===== src/rtl/ser_tx_bc.sv =====
// ser_tx_bc -- serial transmit stage of the PHY.
//
// This block accepts bytes through a valid/ready handshake and stores them in
// a 4-entry FIFO. It shifts each byte out MSB-first, one bit per clk_32f cycle.
// After reset it sends SYNC_COMMAS COMMA symbols so the receiver can find the
// byte boundaries. After that it sends queued bytes, or IDLE_CODE when the
// FIFO is empty.
//
// Optional feature (compile-time macro SER_RESYNC_EN):
//   When defined, the block counts cycles in RUN with rx_active low. After 8
//   consecutive low cycles it re-enters SYNC at the next byte boundary. The
//   FIFO contents are kept.
//   When undefined, rx_active is ignored.
//
// Ports:
//   clk_32f      in   bit clock; all state changes on the rising edge
//   reset_L      in   asynchronous active-low reset
//   data_in[7:0] in   byte to transmit
//   valid_in     in   data_in is valid
//   ready_out    out  a byte is accepted this cycle if valid_in is high
//   rx_active    in   far-end receiver in sync (used only with SER_RESYNC_EN)
//   data_out     out  serial bit stream (shift register MSB)
//   byte_strobe  out  high while data_out carries bit 0 of a byte
//   state_out    out  0=RESET, 1=SYNC, 2=RUN
`timescale 1ns/1ps
module ser_tx_bc #(
  parameter logic [7:0] COMMA       = 8'hBC,
  parameter logic [7:0] IDLE_CODE   = 8'h7C,
  parameter int         SYNC_COMMAS = 4
) (
  input  logic       clk_32f,
  input  logic       reset_L,
  input  logic [7:0] data_in,
  input  logic       valid_in,
  output logic       ready_out,
  input  logic       rx_active,
  output logic       data_out,
  output logic       byte_strobe,
  output logic [1:0] state_out
);

  localparam int SCW = (SYNC_COMMAS < 1) ? 1 : $clog2(SYNC_COMMAS + 1);
  localparam logic [SCW-1:0] SC_LAST = SCW'(SYNC_COMMAS);

  typedef enum logic [1:0] {
    ST_RESET = 2'd0,
    ST_SYNC  = 2'd1,
    ST_RUN   = 2'd2
  } state_t;

  state_t         state, state_nx;
  logic [7:0]     shift;
  logic [2:0]     bit_cnt;
  logic [SCW-1:0] sync_cnt, sync_nx;
  logic [7:0]     load_sym;
  logic           load, pop, push;
  logic           resync_flag;

  logic [7:0]     mem [4];
  logic [1:0]     rd_ptr, wr_ptr;
  logic [2:0]     count;

  assign ready_out = (state != ST_RESET) && (count < 3'd4);
  assign push      = valid_in && ready_out;
  assign data_out  = shift[7];
  assign state_out = state;

  // Symbol selection at each byte boundary. In RESET every edge is a load edge,
  // so the first edge after reset loads the first comma.
  always_comb begin
    state_nx = state;
    sync_nx  = sync_cnt;
    load_sym = IDLE_CODE;
    pop      = 1'b0;
    load     = (state == ST_RESET) || (bit_cnt == 3'd7);
    if (load) begin
      if (state == ST_RESET) begin
        load_sym = COMMA;
        state_nx = ST_SYNC;
        sync_nx  = SCW'(1);
      end else if (resync_flag) begin
        load_sym = COMMA;
        state_nx = ST_SYNC;
        sync_nx  = SCW'(1);
      end else if ((state == ST_SYNC) && (sync_cnt < SC_LAST)) begin
        load_sym = COMMA;
        sync_nx  = sync_cnt + SCW'(1);
      end else begin
        // Last comma done, or already in RUN: send the FIFO head or idle.
        // A byte pushed on this same edge is not yet in count.
        state_nx = ST_RUN;
        if (count != 3'd0) begin
          load_sym = mem[rd_ptr];
          pop      = 1'b1;
        end
      end
    end
  end

  always_ff @(posedge clk_32f or negedge reset_L) begin
    if (!reset_L) begin
      state       <= ST_RESET;
      shift       <= 8'd0;
      bit_cnt     <= 3'd0;
      sync_cnt    <= '0;
      byte_strobe <= 1'b0;
      rd_ptr      <= 2'd0;
      wr_ptr      <= 2'd0;
      count       <= 3'd0;
    end else begin
      state    <= state_nx;
      sync_cnt <= sync_nx;
      if (load) begin
        shift   <= load_sym;
        bit_cnt <= 3'd0;
      end else begin
        shift   <= {shift[6:0], 1'b0};
        bit_cnt <= bit_cnt + 3'd1;
      end
      // Registered strobe: high in the cycle where bit_cnt becomes 7.
      byte_strobe <= !load && (bit_cnt == 3'd6);
      if (push) wr_ptr <= wr_ptr + 2'd1;
      if (pop)  rd_ptr <= rd_ptr + 2'd1;
      case ({push, pop})
        2'b10:   count <= count + 3'd1;
        2'b01:   count <= count - 3'd1;
        default: count <= count;
      endcase
    end
  end

  // FIFO storage. Reset does not clear it; count alone decides validity.
  always_ff @(posedge clk_32f) begin
    if (push) mem[wr_ptr] <= data_in;
  end

`ifdef SER_RESYNC_EN
  logic [3:0] low_cnt;

  // Counts consecutive rx_active-low cycles in RUN. The count saturates at 8
  // and then raises the flag. The next load edge uses the flag and clears it.
  always_ff @(posedge clk_32f or negedge reset_L) begin
    if (!reset_L) begin
      low_cnt     <= 4'd0;
      resync_flag <= 1'b0;
    end else if (load && resync_flag) begin
      low_cnt     <= 4'd0;
      resync_flag <= 1'b0;
    end else if (state == ST_RUN) begin
      if (rx_active) begin
        low_cnt <= 4'd0;
      end else if (low_cnt != 4'd8) begin
        low_cnt <= low_cnt + 4'd1;
        if (low_cnt == 4'd7) resync_flag <= 1'b1;
      end
    end
  end
`else
  logic unused_rx_active;
  assign unused_rx_active = rx_active;
  assign resync_flag      = 1'b0;
`endif

endmodule


===== config.mk =====
export PLATFORM = sky130hd
export DESIGN_NAME = ser_tx_bc
export DESIGN_NICKNAME = d
export VERILOG_FILES = /design/src/rtl/ser_tx_bc.sv
export SDC_FILE = /design/constraint.sdc
export NUM_CORES = 1
export LEC_CHECK = 0
export BUFFER_PORTS_ARGS = -buffer_cell sky130_fd_sc_hd__buf_4
export CORE_AREA = 5 5 102 104
export DETAILED_ROUTE_END_ITERATION = 10
export DIE_AREA = 0 0 107 109
export GPL_TIMING_DRIVEN = 0
export PLACE_DENSITY = 0.44
export SLEW_MARGIN = 20
export SYNTH_ARGS = -nofsm -noshare
export SYNTH_HDL_FRONTEND = slang
export SYNTH_SLANG_ARGS = --single-unit

===== constraint.sdc =====
create_clock -name clk_32f -period 1.9 [get_ports clk_32f]
set_clock_uncertainty 0.1 [all_clocks]
set_input_delay 0.38 -clock clk_32f [delete_from_list [all_inputs] [get_ports clk_32f]]
set_output_delay 0.38 -clock clk_32f [all_outputs]
set_load 0.05 [all_outputs]

# Yosys cells after proc, flatten, opt, wreduce, memory -nomap -nowiden
# Memory sizes are Yosys's and may differ from the RTL's.
# Cells that the tools add are included.
dict set report op_classes {
  n_addsub 6
  order_cmp 2
  n_eq_ne 6
  muxes 16
  n_reduce_logical 13
}
# operator count
set op_table {}
lappend op_table {{$mux W8} 4}
lappend op_table {{$add A3 B1 Y3 const B} 3}
lappend op_table {{$mux W3} 3}
lappend op_table {{$eq A3 B3 Y1 const B} 2}
lappend op_table {{$lt A3 B3 Y1 const B} 2}
lappend op_table {{$mux W1} 6}
lappend op_table {{$pmux W3 S2} 1}
lappend op_table {{$reduce_bool A2 Y1} 3}
lappend op_table {{$add A2 B1 Y2 const B} 2}
lappend op_table {{$eq A2 B1 Y1 const B} 2}
lappend op_table {{$logic_and A1 B1 Y1} 4}
lappend op_table {{$mux W2} 2}
lappend op_table {{$reduce_and A2 Y1} 2}
lappend op_table {{$reduce_bool A3 Y1} 1}
lappend op_table {{$sub A3 B1 Y3 const B} 1}
lappend op_table {{$eq A2 B2 Y1 const B} 1}
lappend op_table {{$logic_not A2 Y1} 1}
lappend op_table {{$ne A2 B2 Y1 const B} 1}
lappend op_table {{$logic_not A1 Y1} 1}
lappend op_table {{$logic_or A1 B1 Y1} 1}
dict set report totals {
  register_bits 24
  mem_bits_rw 32
  in_bits 12
  output_inout_bits 5
  wordCells 52
  n_memories 1
}
# memory depth width read_ports rd_clocked_by_memory_dff write_ports line
set mem_list {}
lappend mem_list {mem 4 8 1 0 1 59} ;# logic [7:0] mem [4];

# Longest topological paths before layout
dict set report logic_depth {
  depth_word 7
  ltp_mapped 11
  mapped_depth_nobuf 10
}

# Worst setup path before layout
# No wires, ideal clock.
dict set report synth_timing {
  kind {register -> register}
  start {register state[0], in the netlist state_out[0]}
  end {register count[2]}
  setup_ps 79
  arrival_time_ps 2150
  required_ps 1721
  slack_ps -429
  stages_incl_launch_ff 10
  n_path_buf 0
  period_less_slack_ps 2329
  path_cell_list {dfrtp_1 a21o_1 nand3_2 inv_1 ha_1 inv_1 fa_1 xor2_1 nor2_1 xor2_1}
}
dict set report synth_via {
  elab_chain_cells 7
  elab_cells_between_ends 14
  classes_between {3 x eq/ne; 4 x mux; 7 x reduce/logical}
}
# item line
set synth_rtl {}
lappend synth_rtl {{start, declared} 51} ;# state_t state, state_nx;
lappend synth_rtl {{start signal, assigned} 111} ;# state <= state_nx;
lappend synth_rtl {{$eq A2 B1 Y1} 85} ;# end else if ((state == ST_SYNC) && (sync_cnt < SC_LAST)) begin
lappend synth_rtl {{$logic_and A1 B1 Y1} 85}
lappend synth_rtl {{$mux W1} 85}
lappend synth_rtl {{$mux W1} 77} ;# if (state == ST_RESET) begin
lappend synth_rtl {{$mux W1 *} 76} ;# if (load) begin
lappend synth_rtl {{via pop} 56} ;# logic load, pop, push;
lappend synth_rtl {{$eq A2 B1 Y1 / $eq A2 B2 Y1 (equally long branches)} 124} ;# case ({push, pop})
lappend synth_rtl {{$pmux W3 S2 / $reduce_bool A2 Y1 (equally long branches)} n/a}
lappend synth_rtl {{end signal, assigned} 125} ;# 2'b10: count <= count + 3'd1;
lappend synth_rtl {{end signal, assigned} 126} ;# 2'b01: count <= count - 3'd1;
lappend synth_rtl {{end signal, assigned} 127} ;# default: count <= count;
lappend synth_rtl {{end, declared} 61} ;# logic [2:0] count;
# The timed path passes the listed nets; every way through them passes the cells marked *.
# A chain may end at the register's enable or synchronous reset.

# Final worst setup path
dict set report layout_timing {
  start {register state[1], in the netlist state_out[1]}
  end {register count[2]}
}
dict set report layout_via {
  elab_chain_cells 7
  elab_cells_between_ends 14
  classes_between {3 x eq/ne; 4 x mux; 7 x reduce/logical}
}
# item line
set layout_rtl {}
lappend layout_rtl {{$eq A2 B1 Y1} 85}
lappend layout_rtl {{$logic_and A1 B1 Y1} 85}
lappend layout_rtl {{$mux W1} 85}
lappend layout_rtl {{$mux W1} 77}
lappend layout_rtl {{$mux W1} 76}
lappend layout_rtl {{$eq A2 B1 Y1 / $eq A2 B2 Y1 (equally long branches)} 124}
lappend layout_rtl {{$pmux W3 S2 / $reduce_bool A2 Y1 (equally long branches)} n/a}
# Parallel ways exist; a longest one is shown, timed or not.

==> results.json <==
{
  "netlist_instances": 137,
  "top_level_ports": 17,
  "power_density_nw_per_um2": 1180,
  "p_sw_share_pct": 30.0,
  "gp_congestion": 0.658,
  "max-slew-margin-rel_pct": 57.8,
  "std_cell_rows": 36,
  "ir_worst_vdd_mv": 0.330,
  "worst_setup_path_start_kind": "flop",
  "cts_tree": "done",
  "antenna_cells": 0,
  "ys_ff_latch": 56,
  "drv_cap": 0,
  "drive_above_1_share_pct": 31.5,
  "hold_violations": 0,
  "status": "finished with violations",
  "grt_util_all_layers_pct": 7.68,
  "setup_viol": 2,
  "synth_warnings": 0,
  "cts_buffer_depth": 2,
  "floorplan.core_area_um2": 9460,
  "die_area_um2": 11700,
  "min_period_ps": 1950,
  "crit_fanout": 5,
  "drt_iter0_markers": 13,
  "timing.rr.end": "count[2]$_DFFE_PN0P_",
  "drv_slew": 0,
  "yosys.area.top_type": "edfxtp_1",
  "seq_power_share_pct": 50.8,
  "clkPwrFrac_pct": 19.7,
  "tightest_slew_ps": 631,
  "reg2reg_depth": 9,
  "final_cells": 282,
  "cts_root_buffer": "clkbuf_8",
  "max_freq_ghz": 0.512,
  "violations": "negative setup slack",
  "ant_nets": 0,
  "synth_area_um2": 2290,
  "area_delta_synth_final_pct": 20.0,
  "vias_per_cell": 4.14,
  "dp_hpwl_mm": 2.82,
  "rrSetupSlack_ps": -50,
  "port_buffers": 15,
  "required_ps": 2030,
  "hold_class": "in2reg",
  "hold_start": "data_in[1]",
  "fin_crit_sh_pct": 103,
  "grt_first_pass_wirelength_mm": 6.82,
  "first_global_vias": 1361,
  "cts.reportedPaths.clkPinSlew_ps": 100,
  "finalWorstSetupSlack_ps": -53.1,
  "route.vias.total": 1167,
  "route.detailed.wl_per_inst_um": 14.4,
  "post-route-drc-count": 0,
  "synth_cell_types": 34,
  "crit_arrival_ps": 2080,
  "p_switching_mw": 0.977,
  "clk_latency_ps": 300,
  "firstDrtPassIters": 2,
  "htreeDepth": 2,
  "grt_max_degree": 25,
  "cts_sinks": 56,
  "start_util_pct": 24.2,
  "synth_fp_nets": 159,
  "nets": 189,
  "overflow": 0,
  "ys_seq_area_share_pct": 68.1,
  "fin_tns_setup_ps": -96.4,
  "path_class": "reg2reg",
  "antenna_found_initial": 0,
  "internal_power_mw": 2.28,
  "syn_area_per_cell_um2": 16.7,
  "layout_commonest_cell": "edfxtp_1",
  "power_frac_comb_pct": 29.5,
  "numCtsBuffers": 5,
  "dp_cells": 266,
  "die_h_um": 109,
  "min_path_cells": 1,
  "final_cell_mix": "edfxtp_1 (32), buf_4 (23), dfrtp_1 (21), inv_1 (10), nor2_1 (7)",
  "p_total_mw": 3.25,
  "synth.area.top_cells": "edfxtp_1 (42%), dfrtp_1 (26%), ha_1 (4.9%), mux4_2 (4.9%), mux4_1 (3.4%)",
  "drt-total-wl_mm": 4.05,
  "fill_cells": 964,
  "r2r-start": "state_out[1]$_DFFE_PN0P_",
  "synth_top_area_share_pct": 41.9,
  "rsz0062_at_grt": "yes",
  "die_w_um": 107,
  "critPathCaptureType": "flop",
  "whs_endpoint": "mem[1][1]$_DFFE_PP_",
  "p_leak_nw": 1.06
}
timing repair:
action | 4_1_cts | 5_1_grt
hold buffers | 1 | 0
setup buffers | 6 | 2
hold endpoints to repair | 24 | 0
endpoints found under the setup margin | 3 | 2
resized for setup | 9 | 1
pin swaps | 5 | 1
through the flow:
step                hold WS [ps]  utilization (%)  instance area, um2  setup slack [ps]
floorplan                  -15.6                -                2320              -175
global placement             193             27.2                2570              -297
detailed placement           202             27.2                2570              -363
CTS                          164             29.0                2750              -109
global route                 159             29.1                2750              -174
finish                       175             29.1                2750             -53.1
critical path, stage by stage (launching register included):
cell     delay, ps
dfrtp_2        450
nor2_2         250
nor3b_4         80
inv_1          100
ha_4           140
inv_2           30
fa_2           320
xor2_1         150
nor2_1         110
xor2_1         150
layer usage:
layer,vias to the layer above,wire [um],track usage (%)
li1,557,-,-
met1,587,1870,9.71
met2,19,1970,12.7
met3,4,168,2.49
met4,0,43,2.19
met5,-,0,0
logic make-up after synthesis:
logic type | count (synthesis) | synth area share, %
flops | 56 | 68.1
xor+xnor | 6 | 2.29
buf+inv | 15 | 2.89
fa+ha+maj | 10 | 5.78
compound gates | 14 | 4.69
simple gates | 25 | 6.55
mux | 11 | 9.71
registers in the layout (all words and copies together) (netlist names):
| signal | count |
|---|---|
| state_out | 2 |
| bit_cnt | 3 |
| count | 3 |
| shift | 8 |
| sync_cnt | 3 |
| wr_ptr | 2 |
| byte_strobe | 1 |
| mem | 32 |
| rd_ptr | 2 |
power by group through the flow:
stage                     sequential (mW)  combinational (mW)  clock [mW]
after floorplan                      1.70               0.627           0
after global placement               1.68               0.860           0
after detailed placement             1.70               0.902           0
after CTS                            1.66               0.943       0.667
after global routing                 1.68                1.05       0.725
final                                1.65               0.959       0.641
Yosys cell counts:
| cell | count |
|---|---|
| o21ai_1 | 1 |
| and3_1 | 2 |
| buf_6 | 1 |
| clkbuf_2 | 1 |
| xor2_1 | 2 |
| xnor2_1 | 4 |
| nand3_1 | 1 |
| a21o_1 | 1 |
| inv_1 | 12 |
| nand2_1 | 2 |
| edfxtp_1 | 32 |
| dfrtp_1 | 24 |
| mux2i_1 | 2 |
| a22o_1 | 1 |
| and2_1 | 5 |
| nand4_1 | 1 |
| ha_1 | 9 |
| nor2_1 | 8 |
| buf_2 | 1 |
| or3_4 | 1 |
| a31oi_1 | 2 |
| o2bb2ai_1 | 1 |
| nand3_2 | 1 |
| o211ai_2 | 1 |
| nor3_1 | 1 |
| mux4_2 | 5 |
| o21bai_1 | 1 |
| mux4_1 | 3 |
| o21ai_0 | 2 |
| o22a_1 | 4 |
| nor2b_1 | 2 |
| mux2_2 | 1 |
| fa_1 | 1 |
| nor3b_4 | 1 |
area by class of cell:
class / count / area, um2 / share of cell area, %
Buffer: 2 / 16.3 / 0.591
Clock buffer: 6 / 72.6 / 2.64
Clock inverter: 2 / 16.3 / 0.591
Inverter: 12 / 47.5 / 1.73
Multi-Input combinational cell: 66 / 709 / 25.8
Sequential cell: 56 / 1570 / 56.9
Tap cell: 114 / 143 / 5.18
Timing Repair Buffer: 24 / 183 / 6.64
worst max path at each step:
stage	startpoint	end	slack (ps)	cells past startpoint
floorplan	state_out[0]$_DFFE_PN0P_	count[2]$_DFFE_PN0P_	-170	9
global placement	bit_cnt[0]$_DFF_PN0_	count[2]$_DFFE_PN0P_	-300	11
detailed placement	bit_cnt[0]$_DFF_PN0_	count[2]$_DFFE_PN0P_	-360	11
CTS	bit_cnt[1]$_DFF_PN0_	count[2]$_DFFE_PN0P_	-110	11
global route	state_out[1]$_DFFE_PN0P_	count[2]$_DFFE_PN0P_	-170	9
finish	state_out[1]$_DFFE_PN0P_	count[2]$_DFFE_PN0P_	-50	9
No activity file was read; power rests on OpenSTA's default activity.
